**src/rtl/pipe_elastic_slice.sv**
```systemverilog
// pipe_elastic_slice
//
// Elastic pipeline boundary stage. This is a valid/ready FIFO slice of
// configurable width and depth, with an optional same-cycle bypass and a
// synchronous flush. It never drops or duplicates a beat, except on flush
// or reset.
//
// None of the outputs depend combinationally on deq_ready, so no ready
// path crosses the boundary. The cost is that a full slice refuses an
// enqueue even when a dequeue fires in the same cycle.
//
// Parameters
//   WIDTH   payload bits per entry (>= 1)
//   DEPTH   number of entries (>= 1; need not be a power of two)
//   BYPASS  1: an empty slice forwards enq -> deq in the same cycle
//
// Ports
//   CLK        clock
//   RST        asynchronous reset, active high
//   enq_valid  upstream beat valid
//   enq_data   upstream payload
//   enq_ready  slice accepts a beat this cycle
//   deq_valid  downstream beat valid
//   deq_data   head entry, or enq_data when bypassing
//   deq_ready  downstream accepts
//   flush      discard all contents at the next edge
//   count      current occupancy

module pipe_elastic_slice #(
   parameter int unsigned WIDTH  = 32,
   parameter int unsigned DEPTH  = 2,
   parameter int unsigned BYPASS = 0
) (
   input  logic                       CLK,
   input  logic                       RST,
   input  logic                       enq_valid,
   input  logic [WIDTH-1:0]           enq_data,
   output logic                       enq_ready,
   output logic                       deq_valid,
   output logic [WIDTH-1:0]           deq_data,
   input  logic                       deq_ready,
   input  logic                       flush,
   output logic [$clog2(DEPTH+1)-1:0] count
);

   localparam int unsigned CW       = $clog2(DEPTH + 1);
   localparam int unsigned PW       = (DEPTH > 1) ? $clog2(DEPTH) : 1;
   localparam bit          BypassEn = (BYPASS != 0);

   logic [WIDTH-1:0] mem_q [DEPTH];
   logic [PW-1:0]    head_q, head_d;
   logic [PW-1:0]    tail_q, tail_d;
   logic [CW-1:0]    count_q, count_d;
   logic             mem_we;

   logic             full, empty;
   logic             enq_fire, deq_fire, bypass_fire;

   // Explicit wrap: with a non-power-of-2 depth the natural pointer
   // overflow would land on an entry that does not exist.
   function automatic logic [PW-1:0] ptr_inc(input logic [PW-1:0] ptr);
      logic [PW-1:0] nxt;
      if (DEPTH == 1) begin
         nxt = '0;
      end else if (ptr == PW'(DEPTH - 1)) begin
         nxt = '0;
      end else begin
         nxt = ptr + PW'(1);
      end
      return nxt;
   endfunction

   assign full  = (count_q == CW'(DEPTH));
   assign empty = (count_q == '0);

   // ------------------------------------------------------------------
   // Handshake outputs
   // ------------------------------------------------------------------
   always_comb begin
      enq_ready = ~RST & ~flush & ~full;
      deq_valid = ~flush & (~empty | (BypassEn & enq_valid));
      // The enq_data path exists only when bypass is enabled. Otherwise
      // the head entry is shown, which is 0 straight out of reset.
      if (BypassEn && empty) begin
         deq_data = enq_data;
      end else begin
         deq_data = mem_q[head_q];
      end
   end

   assign enq_fire    = enq_valid & enq_ready;
   assign deq_fire    = deq_valid & deq_ready;
   // The beat passes straight through, so no state changes.
   assign bypass_fire = BypassEn & empty & enq_fire & deq_fire;

   assign count = count_q;

   // ------------------------------------------------------------------
   // Next-state logic
   // ------------------------------------------------------------------
   always_comb begin
      head_d  = head_q;
      tail_d  = tail_q;
      count_d = count_q;
      mem_we  = 1'b0;

      if (flush) begin
         // Both valids are gated during flush, so no fire can coincide
         // with it. The memory contents are left as they are.
         head_d  = '0;
         tail_d  = '0;
         count_d = '0;
      end else if (!bypass_fire) begin
         if (enq_fire) begin
            mem_we = 1'b1;
            tail_d = ptr_inc(tail_q);
         end
         if (deq_fire) begin
            head_d = ptr_inc(head_q);
         end
         unique case ({enq_fire, deq_fire})
            2'b10:   count_d = count_q + CW'(1);
            2'b01:   count_d = count_q - CW'(1);
            default: count_d = count_q;
         endcase
      end
   end

   // ------------------------------------------------------------------
   // State registers
   // ------------------------------------------------------------------
   always_ff @(posedge CLK or posedge RST) begin
      if (RST) begin
         head_q  <= '0;
         tail_q  <= '0;
         count_q <= '0;
      end else begin
         head_q  <= head_d;
         tail_q  <= tail_d;
         count_q <= count_d;
      end
   end

   // The storage is reset too, so deq_data reads as 0 while RST is high.
   always_ff @(posedge CLK or posedge RST) begin
      if (RST) begin
         for (int i = 0; i < DEPTH; i++) begin
            mem_q[i] <= '0;
         end
      end else if (mem_we) begin
         mem_q[tail_q] <= enq_data;
      end
   end

endmodule

```
**config.mk**
```make
export PLATFORM = sky130hd
export DESIGN_NAME = pipe_elastic_slice
export DESIGN_NICKNAME = d
export VERILOG_FILES = /design/src/rtl/pipe_elastic_slice.sv
export SDC_FILE = /design/constraint.sdc
export NUM_CORES = 1
export LEC_CHECK = 0
export ABC_AREA = 1
export CORE_MARGIN = 5
export CORE_UTILIZATION = 30
export CTS_BUF_LIST = sky130_fd_sc_hd__clkbuf_4 sky130_fd_sc_hd__clkbuf_8 sky130_fd_sc_hd__clkbuf_16
export DETAILED_ROUTE_END_ITERATION = 6
export GPL_TIMING_DRIVEN = 1
export PLACE_DENSITY_LB_ADDON = 0.08
export SYNTH_ARGS = -nofsm -noshare
export SYNTH_HDL_FRONTEND = slang
export SYNTH_SLANG_ARGS = --single-unit
```
**constraint.sdc**
```tcl
create_clock -name CLK -period 2.5 [get_ports CLK]
set_input_delay 0.5 -clock CLK [delete_from_list [all_inputs] [get_ports CLK]]
set_output_delay 0.5 -clock CLK [all_outputs]
set_load 0.1 [all_outputs]
```
==> out/results.txt, run 1 <==
status -> finished clean
Area Growth Syn to Fin -> 46.6%
Clock Skew -> 0.00704 ns
syn_nets -> 350
Avg WL per Cell -> 12.6 um
Post-DP HPWL -> 4540 um
Post-Synth Simple-Gate Area -> 0.116
delay-heaviest family, CP -> buffers and inverters
Hold Startpoint -> mem_q[63]
Hold Path Class -> register to register
starting density of the core -> 0.304
largest family of logic cells by synthesized area -> compound AO/OA/AOI/OAI gates
post-cts resize count -> 0
layout cells sized above 1 -> 0.314
unrepaired setup endpoints after global routing -> false
Buffers & Inverters on Critical Path -> 2
PwrDens -> 1500 nW/um^2
cts bufs inserted -> 9
ys async rst share -> 1.00
Setup TNS -> 0 ns
cell taking the most area after synthesis -> dfrtp_1
EDFF count, synth -> 0
most common library cells after synthesis -> 76 x nand2_1, 68 x dfrtp_1, 41 x o21ai_1
fin nets -> 424
Synth Instances -> 313
final hold vios -> 0
Synth area leaders -> dfrtp_1 55%, mux2_2 12%, nand2_1 9.2%
clk root buf -> clkbuf_8
Syn Area/Cell -> 9.95 sq um
die width -> 112 um
die height -> 112 um
Post-CTS Hold Fix Bufs -> 0
area fraction of the dominant cell type after synthesis -> 0.546
final setup fails -> 0
Sink Count -> 68
Ys Warns -> 0
max-cap viol count -> 0
cell area after synthesis -> 3110 sq um
IO buf count -> 72
fillers -> 973
cell with the most instances after synthesis -> nand2_1
H-tree depth -> 3
Seq/Total Area, Yosys -> 0.546
Vias per Instance -> 4.20
critical path required time -> 2.00 ns
core area -> 10200 sq um
Synth Area in Adders -> 0
maximum VDD drop -> 0.000639 V
row cnt -> 37
XOR/XNOR share of the synthesized area -> 0.00281
Compound-Gate Fraction of Synth Area -> 0.132
flops & latches, synth -> 68
Crit Path Category -> register to output port
fmax -> 482 MHz
GRT Residual Overflow -> 0
Worst Path Arrival -> 1.58 ns
die area -> 12500 sq um
pin slew with the least headroom to its limit -> 0.396 ns
starting DRC count in detailed routing -> 70
Placer Congestion -> 0.730
Antenna Cells -> 0
Hold Path Depth -> 2
CP max stage cell -> mux2_2
max_slew headroom -> 0.736
initial antenna violation count -> 0
Total Wirelength -> 6650 um
DRC Markers -> 0
IO Count -> 73
mux contribution to synthesized area -> 0.116
Yosys cell types -> 18
Hold EP -> mem_q[63]
reg2reg path depth -> 8
CTS tree -> built
worst-skew pair later-pin latency -> 0.33 ns
Primary FF master, synth -> dfrtp_1
Detail Route Antenna Nets -> 0
r2r startpoint -> count[0]
largest net degree at the start of global routing -> 40
clock buffer depth -> 2
crit-path max FO -> 21
Final Max Slew Viols -> 0
critical path capture point type -> output port
gr usage total -> 0.115
global-route wire length before repair -> 11600 um
clock-pin slew on the worst setup and hold paths -> 0.07 ns
vias -> 2220
crit-path cells -> buf_4 -> mux2_2 -> buf_12
fin crit period -> 2.08 ns
Fin Hold WS -> 0.479 ns
critical path launch point type -> register
r2r setup slk -> 1.16 ns
worst r2r dst -> mem_q[4]
LEAKAGE -> 2.18 nW
first-pass iteration count of the detailed router -> 4
critical path's largest stage delay -> 0.42 ns
Tcrit/Tclk final -> 0.831
vias in the first global route -> 2279
postcts setup bufs -> 0
==> cell usage in the layout, fill, tap and decap left out <==
cell and count:
clkbuf_4 2, clkinvlp_4 1, inv_2 2, buf_12 38, o21ai_0 1, o21ai_1 41
nor2_1 3, o21ai_2 23, bufinv_16 2, mux2_2 32, nand3_1 4, nand4_1 2
nor3_1 1, xnor2_1 1, nor2_4 2, dfrtp_1 67, nand2_2 3, clkdlybuf4s50_1 36
clkbuf_8 10, nand2_1 75, inv_1 38, buf_4 6, dfrtp_2 1, clkinv_2 1
==> logic make-up after synthesis <==
kind of cell,Yosys count
AOI/OAI and AO/OA,65
xor gates and xnor gates,1
buffers and inverters,57
DFF,68
muxes,32
and+or+nand+nor,90
==> worst min-delay path, stage by stage, from the launching register on <==
cell     delay (ns)
dfrtp_1        0.34
nand2_1        0.06
o21ai_2        0.05
==> power by group <==
part | switching, mW | internal (mW) | total, mW
Combinational | 2.58 | 1.50 | 4.08
Clock | 0.400 | 0.610 | 1.01
Sequential | 0.221 | 1.54 | 1.76
==> layout make-up <==
cell class / count / area [sq um] / share of cell area
clock buffers: 12 / 153 / 0.0334
clock inverters: 4 / 72.6 / 0.0159
inverters: 40 / 150 / 0.0329
multi-input cells: 188 / 1150 / 0.252
flip-flops and latches: 68 / 1700 / 0.373
well taps: 136 / 170 / 0.0373
repair buffers: 80 / 1170 / 0.255
==> layer usage <==
metal,vias up,share of wire,track usage
met5,-,0,0
met4,0,0.0080,0.0389
met3,4,0.060,0.0457
met2,52,0.47,0.181
met1,1014,0.46,0.144
li1,1150,-,-
==> state kept, by name, summed over array words and instances (netlist names) <==
name,count
count,2
head_q,1
mem_q,64
tail_q,1
==> through the flow <==
stage | instance area, sq um | setup WS [ns] | power, mW | cells | utilization
3_3_place_gp | 4340 | 0.445 | 5.87 | 512 | 0.424
4_1_cts | 4570 | 0.369 | 6.94 | 528 | 0.446
3_5_place_dp | 4340 | 0.430 | 5.90 | 512 | 0.424
2_1_floorplan | 3120 | 0.122 | 4.66 | 313 | -
5_1_grt | 4570 | 0.339 | 7.20 | 528 | 0.446
6_report | 4570 | 0.423 | 6.85 | 528 | 0.446
==> worst max path at each step <==
stage,startpoint,endpoint,slack [ns],cells past startpoint
floorplan,count[0],count[0],0.12,9
global placement,flush,enq_ready,0.44,5
detailed placement,flush,enq_ready,0.43,5
CTS,head_q,deq_data[27],0.37,3
global route,head_q,deq_data[27],0.34,3
finish,head_q,deq_data[27],0.42,3
No activity file was read; power rests on OpenSTA's default activity.
==> inputs of run 2 (changes only) <==
clock period = 2.09 ns   (was 2.5 ns; I/O delays follow)
==> run 2 against run 1 <==
Non-clock buffer count unchanged; clock power increased by 11%; via count decreased by 0.72%; hold slack improved by 0.0017 ns; critical endpoint is now deq_data[23]; largest cell class unchanged; largest power group unchanged.
==> out/results.txt, run 2 (synthesized netlist as in run 1, its figures left out) <==
Register Area -> 1700 sq um
core area -> 10200 sq um
fin crit period -> 1.98 ns
max-cap viol count -> 0
clock buffer depth -> 2
Detail Route Antenna Nets -> 0
vias in the first global route -> 2289
Post-CTS Hold Fix Bufs -> 0
Biggest register -> mem_q
LEAKAGE -> 2.15 nW
Placer Congestion -> 0.761
global-route wire length before repair -> 11800 um
Hold Startpoint -> mem_q[62]
Tcrit/Tclk final -> 0.946
die height -> 112 um
crit-path max FO -> 17
Post-DP HPWL -> 4600 um
gr usage total -> 0.118
clock-pin slew on the worst setup and hold paths -> 0.08 ns
Hold Path Class -> register to register
Sink Count -> 68
Total Wirelength -> 6830 um
Vias per Instance -> 4.17
Final Max Slew Viols -> 0
r2r setup slk -> 0.72 ns
clock share of power -> 0.138
initial antenna violation count -> 0
Setup TNS -> 0 ns
max reg flops -> 64
H-tree depth -> 3
Area Growth Syn to Fin -> 45.9%
fin nets -> 424
critical path launch point type -> register
leading cell type in the layout, fill and taps excluded -> nand2_1
Worst Path Arrival -> 1.56 ns
placed inst area -> 4330 sq um
sw power -> 3.88 mW
pin slew with the least headroom to its limit -> 0.370 ns
commonest non-fill, non-tap cells in the layout -> 75 x nand2_1, 66 x dfrtp_1, 41 x o21ai_1
max_slew headroom -> 0.753
reg2reg path depth -> 8
first-pass iteration count of the detailed router -> 4
final hold vios -> 0
Antenna Cells -> 0
worst setup path start -> head_q
status -> finished clean
critical path capture point type -> output port
CTS tree -> built
postcts setup bufs -> 0
die width -> 112 um
Logic pwr share -> 0.601
Clock Skew -> 0.00901 ns
IO Count -> 73
DRC Markers -> 0
critical path required time -> 1.67 ns
maximum VDD drop -> 0.000837 V
worst-skew pair later-pin latency -> 0.34 ns
Crit Path Category -> register to output port
die area -> 12500 sq um
row cnt -> 37
Avg WL per Cell -> 12.9 um
post-cts resize count -> 0
area of the multi-input gates -> 1150 sq um
worst r2r dst -> mem_q[26]
Reg power frac -> 0.260
fillers -> 1000
starting DRC count in detailed routing -> 43
fmax -> 506 MHz
vias -> 2204
cts bufs inserted -> 9
largest net degree at the start of global routing -> 69
PwrDens -> 1790 nW/um^2
unrepaired setup endpoints after global routing -> false
final setup fails -> 0
layout cells sized above 1 -> 0.316
clk root buf -> clkbuf_8
r2r startpoint -> count[0]
crit path to -> deq_data[23]
starting density of the core -> 0.304
GRT Residual Overflow -> 0
Net Sw Frac -> 0.477
final instance area -> 4540 sq um
IO buf count -> 72
Internal -> 4.25 mW
-- run 2: cell count changes in the layout (fill, tap and decap cells not counted) --
cell and delta:
dfrtp_2 +1, inv_6 +1, buf_4 +1, inv_2 -1
clkinvlp_4 +2, clkbuf_8 +1, clkbuf_4 -2, bufinv_16 -1
dfrtp_1 -1, buf_12 -1
-- run 2: stage by stage --
step                utilization  setup slack (ns)  std cells  power (mW)  hold WS, ns
floorplan                     -            0.0151        313        5.58        0.451
global placement          0.424             0.269        512        7.03        0.460
detailed placement        0.424             0.246        512        7.06        0.465
CTS                       0.444            0.0757        528        8.24        0.485
global route              0.444            0.0334        528        8.52        0.498
finish                    0.444             0.113        528        8.12        0.481
-- run 2: final cells by class --
| cell class | count | area share |
|---|---|---|
| multi-input cells | 188 | 0.254 |
| clock inverters | 5 | 0.0129 |
| inverters | 40 | 0.0339 |
| clock buffers | 11 | 0.0333 |
| flip-flops and latches | 68 | 0.375 |
| repair buffers | 80 | 0.254 |
| well taps | 136 | 0.0374 |
-- run 2: layer usage --
layer  GRT usage  share of wire  routed length [um]
met2       0.185           0.46                3180
met3      0.0451          0.051                 345
met1       0.152           0.47                3230
met4      0.0341          0.012                  80
met5           0              0                   0
-- run 2: worst min path at each step --
stage,endpoint,slack [ns],cells after the start
6_report,mem_q[62],0.48,2
5_1_grt,mem_q[40],0.50,2
4_1_cts,mem_q[57],0.49,2
3_5_place_dp,mem_q[38],0.47,2
3_3_place_gp,mem_q[40],0.46,2
2_1_floorplan,mem_q[32],0.45,2
-- run 2: power by group through the flow --
stage                     Combinational (mW)  Sequential [mW]  Clock (mW)
after floorplan                         3.43             2.14           0
after CTS                               4.94             2.12        1.18
after detailed placement                4.93             2.14           0
after global placement                  4.91             2.12           0
final                                   4.89             2.11        1.12
after global routing                    5.11             2.18        1.23
-- run 2: worst max-delay path, stage by stage (launching register included) --
cell and delay (ns):
dfrtp_1 0.34, buf_4 0.28, mux2_2 0.41, buf_12 0.17
